[config.mk]
export PLATFORM = sky130hd
export DESIGN_NAME = lo_rx
export DESIGN_NICKNAME = d
export VERILOG_FILES = /design/src/rtl/lo_rx.sv
export SDC_FILE = /design/constraint.sdc
export NUM_CORES = 1
export LEC_CHECK = 0
export CAP_MARGIN = 30
export CORE_MARGIN = 2
export CORE_UTILIZATION = 50
export DETAILED_ROUTE_END_ITERATION = 12
export HOLD_SLACK_MARGIN = 0.15
export PLACE_DENSITY = 0.75
export SYNTH_ARGS = -nofsm -noshare
export SYNTH_HDL_FRONTEND = slang
export SYNTH_SLANG_ARGS = --single-unit
export TNS_END_PERCENT = 5
[constraint.sdc]
create_clock -name clk -period 4.5 [get_ports clk]
set_input_delay 0.675 -clock clk [delete_from_list [all_inputs] [get_ports clk]]
set_output_delay 0.675 -clock clk [all_outputs]
set_load 0.005 [all_outputs]
[src/rtl/lo_rx.sv]
// rtl/lo_rx.sv - tone receiver: period, peak/trough and lock tracking (optional amplitude trackers under LO_RX_AMP_EN)
module lo_rx #(
    parameter int MID      = 100,
    parameter int HYST     = 8,
    parameter int LOCK_CNT = 4
) (
    input  logic       clk,
    input  logic       rst,
    input  logic [7:0] sample_in,
    input  logic       sample_valid,
    output logic [7:0] period_out,
    output logic [7:0] peak_out,
    output logic [7:0] trough_out,
    output logic       cycle_done,
    output logic       locked
);

    localparam logic [7:0] HI     = 8'(MID + HYST);
    localparam logic [7:0] LO     = 8'(MID - HYST);
    localparam logic [7:0] LOCK_C = 8'(LOCK_CNT);

    typedef enum logic [1:0] {
        HUNT  = 2'd0,
        ARM   = 2'd1,
        ABOVE = 2'd2,
        BELOW = 2'd3
    } state_t;

    state_t     state, state_nx;
    logic [7:0] cnt;
    logic [7:0] run;
    logic       have_prev;

    logic       is_hi, is_lo, in_cycle;
    logic       rise, done, ovf, match;
    logic [7:0] period_new, pdiff, run_inc;

    assign is_hi    = (sample_in >= HI);
    assign is_lo    = (sample_in <= LO);
    assign in_cycle = (state == ABOVE) || (state == BELOW);

    // Any rising crossing restarts the count and the trackers; only BELOW->ABOVE closes a cycle.
    assign rise = sample_valid && is_hi && ((state == ARM) || (state == BELOW));
    assign done = sample_valid && is_hi && (state == BELOW);
    // A full counter with no cycle-closing crossing means the tone is lost.
    assign ovf  = sample_valid && in_cycle && (cnt == 8'hFF) && !done;

    assign period_new = cnt + 8'd1;
    assign pdiff      = (period_new >= period_out) ? (period_new - period_out)
                                                   : (period_out - period_new);
    // The first cycle after re-acquisition has nothing valid to compare against.
    assign match      = have_prev && (pdiff <= 8'd1);
    assign run_inc    = (run >= LOCK_C) ? run : (run + 8'd1);

    // State register.
    always_ff @(posedge clk or posedge rst) begin
        if (rst) state <= HUNT;
        else     state <= state_nx;
    end

    // Crossing detector next-state; only valid samples move it.
    always_comb begin
        state_nx = state;
        if (sample_valid) begin
            case (state)
                HUNT:  if (is_lo) state_nx = ARM;
                ARM:   if (is_hi) state_nx = ABOVE;
                ABOVE: begin
                    if (ovf)        state_nx = HUNT;
                    else if (is_lo) state_nx = BELOW;
                end
                BELOW: begin
                    if (is_hi)    state_nx = ABOVE;
                    else if (ovf) state_nx = HUNT;
                end
                default: state_nx = HUNT;
            endcase
        end
    end

    // Sample counter, period result and lock run tracking.
    always_ff @(posedge clk or posedge rst) begin
        if (rst) begin
            cnt        <= 8'd0;
            run        <= 8'd0;
            have_prev  <= 1'b0;
            period_out <= 8'd0;
            cycle_done <= 1'b0;
            locked     <= 1'b0;
        end else begin
            cycle_done <= 1'b0;
            if (ovf) begin
                cnt       <= 8'd0;
                run       <= 8'd0;
                have_prev <= 1'b0;
                locked    <= 1'b0;
            end else if (rise) begin
                cnt <= 8'd0;
                if (done) begin
                    period_out <= period_new;
                    cycle_done <= 1'b1;
                    have_prev  <= 1'b1;
                    run        <= match ? run_inc : 8'd0;
                    locked     <= match && (run_inc >= LOCK_C);
                end
            end else if (sample_valid && in_cycle) begin
                cnt <= cnt + 8'd1;
            end
        end
    end

`ifdef LO_RX_AMP_EN
    logic [7:0] trk_max, trk_min;

    // Max/min of the cycle in progress; the closing crossing sample seeds the next cycle.
    always_ff @(posedge clk or posedge rst) begin
        if (rst) begin
            trk_max    <= 8'd0;
            trk_min    <= 8'd0;
            peak_out   <= 8'd0;
            trough_out <= 8'd0;
        end else if (rise) begin
            trk_max <= sample_in;
            trk_min <= sample_in;
            if (done) begin
                peak_out   <= trk_max;
                trough_out <= trk_min;
            end
        end else if (sample_valid && in_cycle) begin
            if (sample_in > trk_max) trk_max <= sample_in;
            if (sample_in < trk_min) trk_min <= sample_in;
        end
    end
`else
    assign peak_out   = 8'd0;
    assign trough_out = 8'd0;
`endif

endmodule

==> impl_metrics.py <==
metrics = {
    "clock_tree": {
        "htreeDepth": 2,
        "postCtsSetupRepairBufs": 0,
        "clock-sinks": 29,
        "cts_resized": 0,
        "cts_buffers": 5,
        "cts.clk_slew.worst_paths_ns": 0.06,
        "cts_tree": "yes",
        "hold_buffers": 0,
        "clkLatencyLatePin_ns": 0.28,
        "clk_path_buf_depth": 2,
        "cts_root_buffer": "clkbuf_8",
    },
    "global_route": {
        "grt_pass1_wl_mm": 7.89,
        "track_usage_pct": 19.4,
        "grt_pass1_vias": 1767,
        "antenna_found_initial": 0,
        "grt_remaining_overflow": 0,
        "grt_max_degree": 19,
    },
    "worst_setup_path": {
        "cpPeakStageDelay_ns": 0.48,
        "reg2reg_from": "cnt[0]$_DFFE_PP0P_",
        "rr_worst_depth": 13,
        "path_cells": "ha_1 > and3_1 > and3_1 > xnor2_1 > inv_1 > ha_1 > o21ai_0 > nor3b_1 > a221o_1 > a31oi_2 > nor4_4 > or3_4 > and2_1",
        "r2r_end": "run[4]$_DFFE_PP0P_",
        "crit_end": "run[4]$_DFFE_PP0P_",
        "r2r_slack_ns": 0.93,
        "cp_top_family": "simple AND/OR/NAND/NOR gates",
        "critPathBufInv": 1,
        "crit_arrival_ns": 3.74,
        "cpMaxStageDelayCell": "ha_1",
        "worstSetupStartpoint": "cnt[0]$_DFFE_PP0P_",
        "path_depth": 13,
        "crit_type": "reg -> reg",
        "cp-end-kind": "register",
        "cp_max_fo": 10,
        "worst_ep_required_time_ns": 4.67,
        "startpoint_type": "register",
    },
    "sta": {
        "setup_violations": 0,
        "fmaxAchievable_ghz": 0.280,
        "hold-worst-slack_ns": 0.483,
        "max-slew-margin-rel_pct": 58.6,
        "period_minus_slack_ns": 3.57,
        "finalHoldViolCount": 0,
        "drv_slew": 0,
        "grt_setup_unrepaired": "false",
        "final.setup.tns_ns": 0,
        "tightest_slew_ns": 0.620,
        "skew_ns": 0.00627,
        "finalCritPeriodShare_pct": 79.4,
    },
    "die": {
        "io_pins": 37,
        "die_w_um": 71.3,
        "die_h_um": 71.3,
        "floorplan.initialDensity_pct": 52.1,
        "row_count": 24,
        "die_area_mm2": 0.00509,
        "design.core.area_mm2": 0.00435,
    },
    "run": {
        "cap_violations": 0,
    },
    "layout": {
        "drive_above_1_share_pct": 6.29,
        "final_nets": 317,
        "design_area_mm2": 0.00255,
        "fillers": 380,
        "n_antenna_cell": 0,
        "final_cell_mix": "nand2_1 (30), o21ai_0 (30), dfrtp_1 (29)",
        "area_growth_pct": 12.6,
    },
    "power": {
        "p_leak_nw": 1.18,
        "vdd_drop_max_mv": 0.297,
        "power_density_mw_per_mm2": 532,
    },
    "detailed_routing": {
        "drt-initial-drc-count": 83,
        "drt-pass1-iter-count": 4,
        "drcViolationCount": 0,
        "antenna_left": 0,
        "via_count": 1852,
        "vias_per_cell": 5.48,
        "totalWireLength_mm": 4.52,
        "drt-wirelength-per-cell_um": 13.4,
    },
    "placed_design": {
        "port_buffers": 20,
        "dp_hpwl_mm": 3.57,
        "gp_congestion": 0.889,
        "dpl_cell_area_mm2": 0.00247,
    },
    "yosys": {
        "synth-async-reset-ratio_pct": 100,
        "synth-edff-count": 0,
        "yosysSeqAreaShare_pct": 32.0,
        "synth_cells": 264,
        "ys_types": 54,
        "synth_warnings": 0,
        "syn_area_mm2": 0.00227,
        "syn_area_per_cell_um2": 8.59,
        "synthFlopType": "dfrtp_1",
        "synth_seq_cells": 29,
    },
    "worst_hold_path": {
        "min_path_type": "reg -> reg",
    },
    "run_status": {
        "status": "finished clean",
    },
}
==> worst register-to-register path: stages (launching register included) <==
cell	delay [ns]
dfrtp_1	0.44
ha_1	0.28
and3_1	0.21
and3_1	0.23
xnor2_1	0.23
inv_1	0.07
ha_1	0.48
o21ai_0	0.18
nor3b_1	0.17
a221o_1	0.27
a31oi_2	0.22
nor4_4	0.09
or3_4	0.41
and2_1	0.17
==> how the worst min path moves through the flow <==
| stage | depth (start not counted) | end | slack, ns | start |
|---|---|---|---|---|
| after floorplan | 1 | run[4]$_DFFE_PP0P_ | 0.44 | run[4]$_DFFE_PP0P_ |
| after global placement | 1 | run[6]$_DFFE_PP0P_ | 0.46 | run[6]$_DFFE_PP0P_ |
| after detailed placement | 1 | run[6]$_DFFE_PP0P_ | 0.47 | run[6]$_DFFE_PP0P_ |
| after CTS | 1 | run[6]$_DFFE_PP0P_ | 0.48 | run[6]$_DFFE_PP0P_ |
| after global routing | 1 | run[6]$_DFFE_PP0P_ | 0.50 | run[6]$_DFFE_PP0P_ |
| final | 1 | run[6]$_DFFE_PP0P_ | 0.48 | run[6]$_DFFE_PP0P_ |
==> Yosys cell counts, drive strengths merged (3+ instances only) <==
library cell  number  area share (%)
a31oi              4             1.4
dfrtp             29              32
ha                18             9.9
and2               6             1.7
nor2b              4             1.1
nand2             30             5.0
nor3b              3            0.99
nor2              14             2.5
o21bai             3            0.99
nor3               5             1.1
a21oi              9             2.5
and3               3            0.83
buf               20             6.4
xor2               5             1.9
o21a               4             1.3
nand3              5             1.1
xnor2              6             2.3
inv               24             4.0
or4                3             1.2
nand2b             4             1.2
o21ai             32             7.1
==> metrics by stage <==
stage | power (mW) | instances | util [%] | setup WS, ns
CTS | 1.36 | 338 | 58.6 | 0.922
detailed placement | 1.14 | 331 | 56.7 | 0.940
global route | 1.46 | 338 | 58.6 | 0.526
global placement | 1.14 | 330 | 56.0 | 1.01
finish | 1.36 | 338 | 58.6 | 0.928
floorplan | 0.973 | 279 | - | 1.24
==> cell families after synthesis <==
| family | Yosys count | synth area share [%] |
|---|---|---|
| mux | 1 | 0.442 |
| fa+ha+maj | 20 | 11.7 |
| xor+xnor | 11 | 4.25 |
| flops | 29 | 32.0 |
| simple gates | 84 | 19.9 |
| other cells | 1 | 0.165 |
| compound gates | 73 | 21.0 |
| buf+inv | 45 | 10.5 |
==> registers in the layout, indices dropped and copies added (netlist names) <==
| signal | count |
|---|---|
| have_prev | 1 |
| run | 8 |
| period_out | 8 |
| cnt | 8 |
| locked | 1 |
| cycle_done | 1 |
| state | 2 |
==> report_power, final <==
group	leakage (nW)	internal (mW)	switching, mW
combinational	0.754	0.365	0.447
clock	0.0443	0.121	0.0929
sequential	0.384	0.295	0.0369
==> routing by layer <==
metal	track usage [%]	vias up	share of wire, %
li1	-	931	-
met1	25.4	863	48
met2	30.9	47	47
met3	4.08	11	3.5
met4	8.60	0	2.0
met5	0	-	0
==> area by class of cell <==
type	count	area, µm²	area share [%]
Inverter	24	90.1	3.53
Multi-Input combinational cell	205	1360	53.2
Tap cell	52	65.1	2.55
Timing Repair Buffer	21	228	8.92
Clock buffer	7	86.3	3.38
Sequential cell	29	726	28.4
No activity file was read; power rests on OpenSTA's default activity.
